File: src/rtl/counter_seq_monitor_pkg.sv
// Shared state encoding and default sizing for the counter sequence monitor.
package counter_seq_monitor_pkg;

    typedef enum logic [1:0] {
        ST_IDLE    = 2'b00,
        ST_ACQUIRE = 2'b01,
        ST_LOCKED  = 2'b10
    } mon_state_e;

    localparam int unsigned DEF_WIDTH      = 4;
    localparam int unsigned DEF_LOCK_N     = 4;
    localparam int unsigned DEF_ERR_CNT_W  = 8;
    localparam int unsigned DEF_WRAP_CNT_W = 8;

endpackage

File: src/rtl/sat_counter.sv
// Saturating event counter with synchronous clear taking priority over increment.
module sat_counter
    import counter_seq_monitor_pkg::*;
#(
    parameter int unsigned W = DEF_ERR_CNT_W
) (
    input  logic         clk,
    input  logic         reset,
    input  logic         clr,
    input  logic         inc,
    output logic [W-1:0] cnt
);

    logic [W-1:0] cnt_q;
    logic [W-1:0] cnt_d;

    always_comb begin
        cnt_d = cnt_q;
        if (clr) begin
            cnt_d = '0;
        end else if (inc && (cnt_q != {W{1'b1}})) begin
            cnt_d = W'(cnt_q + 1'b1);
        end
    end

    always_ff @(posedge clk or posedge reset) begin
        if (reset) begin
            cnt_q <= '0;
        end else begin
            cnt_q <= cnt_d;
        end
    end

    assign cnt = cnt_q;

endmodule

File: src/rtl/counter_seq_monitor.sv
// Checks a free-running up counter for strict +1 steps, tracks lock and
// keeps saturating error/wrap statistics.
module counter_seq_monitor
    import counter_seq_monitor_pkg::*;
#(
    parameter int unsigned WIDTH      = DEF_WIDTH,
    parameter int unsigned LOCK_N     = DEF_LOCK_N,
    parameter int unsigned ERR_CNT_W  = DEF_ERR_CNT_W,
    parameter int unsigned WRAP_CNT_W = DEF_WRAP_CNT_W
) (
    input  logic                  clk,
    input  logic                  reset,
    input  logic                  en,
    input  logic                  clear,
    input  logic [WIDTH-1:0]      count_in,
    output logic [1:0]            state,
    output logic                  locked,
    output logic                  err_pulse,
    output logic                  err_sticky,
    output logic [ERR_CNT_W-1:0]  err_count,
    output logic                  wrap_pulse,
    output logic [WRAP_CNT_W-1:0] wrap_count
);

    localparam int unsigned RUN_W = $clog2(LOCK_N + 1);

    mon_state_e       state_q;
    mon_state_e       state_d;
    logic [WIDTH-1:0] prev_q;
    logic [WIDTH-1:0] prev_d;
    logic [WIDTH-1:0] expected;
    logic [RUN_W-1:0] run_q;
    logic [RUN_W-1:0] run_d;
    logic [RUN_W-1:0] run_inc;
    logic             match;
    logic             err_evt;
    logic             wrap_evt;
    logic             locked_q;
    logic             err_pulse_q;
    logic             wrap_pulse_q;
    logic             err_sticky_q;

    assign expected = WIDTH'(prev_q + 1'b1);
    assign match    = (count_in == expected);
    assign run_inc  = RUN_W'(run_q + 1'b1);

    // Next-state and event decode; the compare acts on the edge that samples count_in.
    always_comb begin
        state_d  = state_q;
        prev_d   = prev_q;
        run_d    = run_q;
        err_evt  = 1'b0;
        wrap_evt = 1'b0;
        case (state_q)
            ST_ACQUIRE: begin
                if (!en) begin
                    state_d = ST_IDLE;
                    run_d   = '0;
                end else begin
                    prev_d = count_in;
                    if (match) begin
                        run_d = run_inc;
                        if (run_inc == RUN_W'(LOCK_N)) begin
                            state_d = ST_LOCKED;
                        end
                    end else begin
                        run_d = '0;
                    end
                end
            end
            ST_LOCKED: begin
                if (!en) begin
                    state_d = ST_IDLE;
                    run_d   = '0;
                end else begin
                    prev_d = count_in;
                    if (match) begin
                        wrap_evt = (prev_q == {WIDTH{1'b1}});
                    end else begin
                        err_evt = 1'b1;
                        run_d   = '0;
                        state_d = ST_ACQUIRE;
                    end
                end
            end
            default: begin
                // IDLE, and the unused code which behaves as IDLE
                if (en) begin
                    prev_d  = count_in;
                    run_d   = '0;
                    state_d = ST_ACQUIRE;
                end else begin
                    state_d = ST_IDLE;
                end
            end
        endcase
    end

    always_ff @(posedge clk or posedge reset) begin
        if (reset) begin
            state_q      <= ST_IDLE;
            prev_q       <= '0;
            run_q        <= '0;
            locked_q     <= 1'b0;
            err_pulse_q  <= 1'b0;
            wrap_pulse_q <= 1'b0;
            err_sticky_q <= 1'b0;
        end else begin
            state_q      <= state_d;
            prev_q       <= prev_d;
            run_q        <= run_d;
            locked_q     <= (state_d == ST_LOCKED);
            err_pulse_q  <= err_evt;
            wrap_pulse_q <= wrap_evt;
            if (clear) begin
                err_sticky_q <= 1'b0;
            end else if (err_evt) begin
                err_sticky_q <= 1'b1;
            end
        end
    end

    sat_counter #(.W(ERR_CNT_W)) u_err_cnt (
        .clk   (clk),
        .reset (reset),
        .clr   (clear),
        .inc   (err_evt),
        .cnt   (err_count)
    );

    sat_counter #(.W(WRAP_CNT_W)) u_wrap_cnt (
        .clk   (clk),
        .reset (reset),
        .clr   (clear),
        .inc   (wrap_evt),
        .cnt   (wrap_count)
    );

    assign state      = state_q;
    assign locked     = locked_q;
    assign err_pulse  = err_pulse_q;
    assign wrap_pulse = wrap_pulse_q;
    assign err_sticky = err_sticky_q;

endmodule

File: config.mk
export PLATFORM = sky130hd
export DESIGN_NAME = counter_seq_monitor
export DESIGN_NICKNAME = d
export VERILOG_FILES = /design/src/rtl/counter_seq_monitor_pkg.sv /design/src/rtl/sat_counter.sv /design/src/rtl/counter_seq_monitor.sv
export SDC_FILE = /design/constraint.sdc
export NUM_CORES = 1
export LEC_CHECK = 0
export BUFFER_PORTS_ARGS = -buffer_cell sky130_fd_sc_hd__buf_2
export CELL_PAD_IN_SITES_DETAIL_PLACEMENT = 0
export CELL_PAD_IN_SITES_GLOBAL_PLACEMENT = 2
export CORE_MARGIN = 2
export CORE_UTILIZATION = 32
export CTS_CLUSTER_SIZE = 30
export DETAILED_ROUTE_END_ITERATION = 6
export MAX_ROUTING_LAYER = met4
export PLACE_DENSITY = 0.76
export SYNTH_ARGS = -nofsm -noshare
export SYNTH_HDL_FRONTEND = slang
export SYNTH_HIERARCHICAL = 1
export SYNTH_SLANG_ARGS = --single-unit
File: constraint.sdc
create_clock -name clk -period 2.25 [get_ports clk]
set_clock_uncertainty 0.05 [all_clocks]
set_input_delay 0.5625 -clock clk [delete_from_list [all_inputs] [get_ports clk]]
set_output_delay 0.5625 -clock clk [all_outputs]
set_load 0.02 [all_outputs]
==> metrics.md <==
| Metric | Value |
|---|---|
| Clk root buf | clkbuf_8 |
| Starting Density | about 33% |
| Netlist Area Pre-Place | roughly 0.0018 mm² |
| HPWL after detailed placement | about 2.8 mm |
| Vias in the first global route | 1423 |
| Fmax achieved | 447 MHz |
| Power, Total | around 1.1 mW |
| Max IR drop VDD | between 200 and 250 µV |
| GR Overflow Total | 0 |
| # diodes | 0 |
| Most frequent cells in the layout | 29 x dfrtp_1, 29 x buf_2, 15 x buf_4, 11 x nand2_1, 10 x nor2_1 |
| Outcome | finished clean |
| Die height | 78.6 µm |
| Post-synth EDFFs | 0 |
| Syn_nets | around 180 |
| CTS Buf Count | 5 |
| Startpoint Class | flip-flop |
| Fin. Hold Viols | 0 |
| Multi-input gate area | slightly above 0.001 mm² |
| Cell row count | 27 |
| Total GRT Usage | between 10 and 15% |
| CP Max Fanout | 4 |
| Area of the die | 0.00617 mm² |
| Dpl ws | -249 ps |
| CTS Buffer Depth | 2 |
| DR vias/cell | 5.02 |
| Final net count | 229 |
| CTS tree | built |
| Max H-tree Level | 2 |
| Critical path type | flip-flop to flip-flop |
| Largest net degree at the start of global routing | 22 |
| Post-placement cell count | between 200 and 300 |
| Worst slew margin | between 60% and 70% |
| Top-Level Pins | 30 |
| Total number of vias | 1436 |
| Finished Cell Area | approximately 0.0022 mm² |
| Drt drc | 0 |
| Antenna violations before repair | 0 |
| Final worst setup slack | 12.5 ps |
| First-pass DRT Iterations | 4 |
| Post-DP Area | between 0.002 and 0.0025 mm² |
| Synth top area cells | dfrtp_1 41%, mux2_4 6.8%, ha_1 4.9% |
| Fin Hold WS | 205 ps |
| Finished Layout Cells | roughly 290 |
| Mapped Cells | roughly 170 |
| Critical Path AT | around 2400 ps |
| Share of layout cells above drive strength 1 | 39.7% |
| Power Density | ~500 mW/mm² |
| Synth top area share | about two fifths |
| Max-Cap Viols | 0 |
| Core area | 0.00544 mm² |
| Reg clk slew, reported paths | 60 ps |
| Global-route wire length before repair | between 6 and 7 mm |
| Setup TNS | 0 ps |
| Period utilization | 99.4% |
| Fillers | about 560 |
| Synth Register Bits | 29 |
| Post-synth ARST share | 100% |
| Period minus WS final | ~2200 ps |
| Pins over their slew limit | 0 |
| Syn avg cell area | approximately 11 µm² |
| Synth unique cells | 46 |
| CP Capture Type | flip-flop |
| Routed wire length | around 4 mm |
| Port-buffer cells | 29 |
| Slew @ Worst Pin | roughly 550 ps |
| RSZ-0062 raised after global routing | yes |
| Seq/Total Area, Yosys | between 40% and 50% |
| Area leader, netlist | dfrtp_1 |
| 1st-iter DRT viols | 43 |
| Synth warn | 6 |
| Reg area | roughly 730 µm² |
| Layout area overhead | 25.9% |
| Clock latency at the later pin of the worst-skew pair | around 280 ps |
| Routability congestion estimate | 0.806 |
| Setup violators final | 0 |
| CTS sink cnt | 29 |
| ANT nets after route | 0 |
| WP data required | between 2000 and 2500 ps |
| Leak | 1.08 nW |
| Main synth FF type | dfrtp_1 |
| Hold crit path type | primary input to async pin |
| Routed wire per std cell | 13.7 µm |
| Finished Core Util | 41.2% |
| Chip width | just under 80 µm |
==> area by class of cell <==
type                    instances  area share, %
clock buffers                   7           3.85
well taps                      72           4.02
repair buffers                 45           12.0
flip-flops and latches         29           32.4
inverters                       9           1.51
multi-input cells             124           46.2
==> report_power, final <==
| part | leakage (nW) | switching, mW | internal (mW) | total, mW |
|---|---|---|---|---|
| clock | 0.0443 | 0.189 | 0.242 | 0.431 |
| sequential | 0.395 | 0.00938 | 0.531 | 0.541 |
| combinational | 0.645 | 0.0799 | 0.0826 | 0.162 |
| total | 1.08 | 0.278 | 0.856 | 1.13 |
==> sequential cells by signal, indices dropped and copies added, names as in the netlist <==
register,flops
u_err_cnt/cnt,8
u_wrap_cnt/cnt,8
prev_q,4
run_q,3
state,2
err_pulse,1
err_sticky,1
locked,1
wrap_pulse,1
==> per-layer routing <==
| layer | wire length (µm) | share of wire, % | track usage, % |
|---|---|---|---|
| met5 | 0 | 0 | - |
| met4 | 46 | 1.2 | 4.21 |
| met3 | 173 | 4.4 | 3.56 |
| met2 | 1880 | 48 | 22.6 |
| met1 | 1800 | 46 | 17.3 |
==> cell usage after synthesis (2+ instances only) <==
cell type and n:
a21oi_1 7, nor2b_1 8, nor2_1 11, nand4_1 6, a31oi_1 3, nand2b_1 3, dfrtp_1 29, a21boi_2 2
mux2_4 8, mux2i_1 2, nand3_1 6, and4_1 2, nand4b_1 2, xor2_1 2, mux2_2 4, a211oi_2 2
and2b_1 2, o21bai_1 2, o311a_1 2, and3_1 4, buf_6 2, ha_1 7, o211a_1 2, xnor2_1 3
a21oi_2 4, nor3_1 3, inv_1 9, o21ai_0 2, nand2_1 12, clkbuf_1 2
==> critical path, cell delays in order, from the launching register on <==
cell	delay [ps]
dfrtp_1	410
ha_4	290
xor2_2	130
nor3_2	60
buf_4	140
nand2_2	60
and3_4	200
nand4_1	200
a211oi_2	280
mux2_4	310
==> cell families (layout without fill, tap and decap cells) <==
family,Yosys count,after routing,share of synthesized area (%)
and+or+nand+nor,65,65,20.7
DFF,29,29,40.8
buffers and inverters,16,61,4.50
xor gates and xnor gates,6,6,3.80
AOI/OAI and AO/OA,32,32,14.9
adders and majority gates,7,7,4.92
muxes,14,14,10.4
==> timing repair <==
item                       4_1_cts  5_1_grt
hold buffers                     0        0
pin swaps                        4        5
hold endpoints to repair         0        0
gates resized for setup          1        7
setup buffers                    4        2
setup endpoints to repair        2       10
==> path summary, 6_finish.rpt <==
| check | from | end | slack [ps] | cells past startpoint |
|---|---|---|---|---|
| worst max register to register | prev_q[0]$_DFFE_PP0P_ | u_err_cnt/cnt[5]$_DFFE_PP0P_ | 10 | 9 |
| min in group clk | err_sticky$_DFFE_PP0P_ | err_sticky$_DFFE_PP0P_ | 470 | 1 |
| max in group asynchronous | reset | prev_q[2]$_DFFE_PP0P_ | 1490 | 2 |
| worst max-delay path | prev_q[0]$_DFFE_PP0P_ | u_err_cnt/cnt[5]$_DFFE_PP0P_ | 10 | 9 |
| worst min register to register | err_sticky$_DFFE_PP0P_ | err_sticky$_DFFE_PP0P_ | 470 | 1 |
| worst min-delay path | reset | u_err_cnt/cnt[3]$_DFFE_PP0P_ | 200 | 2 |
Power figures use the tool's default switching activity.
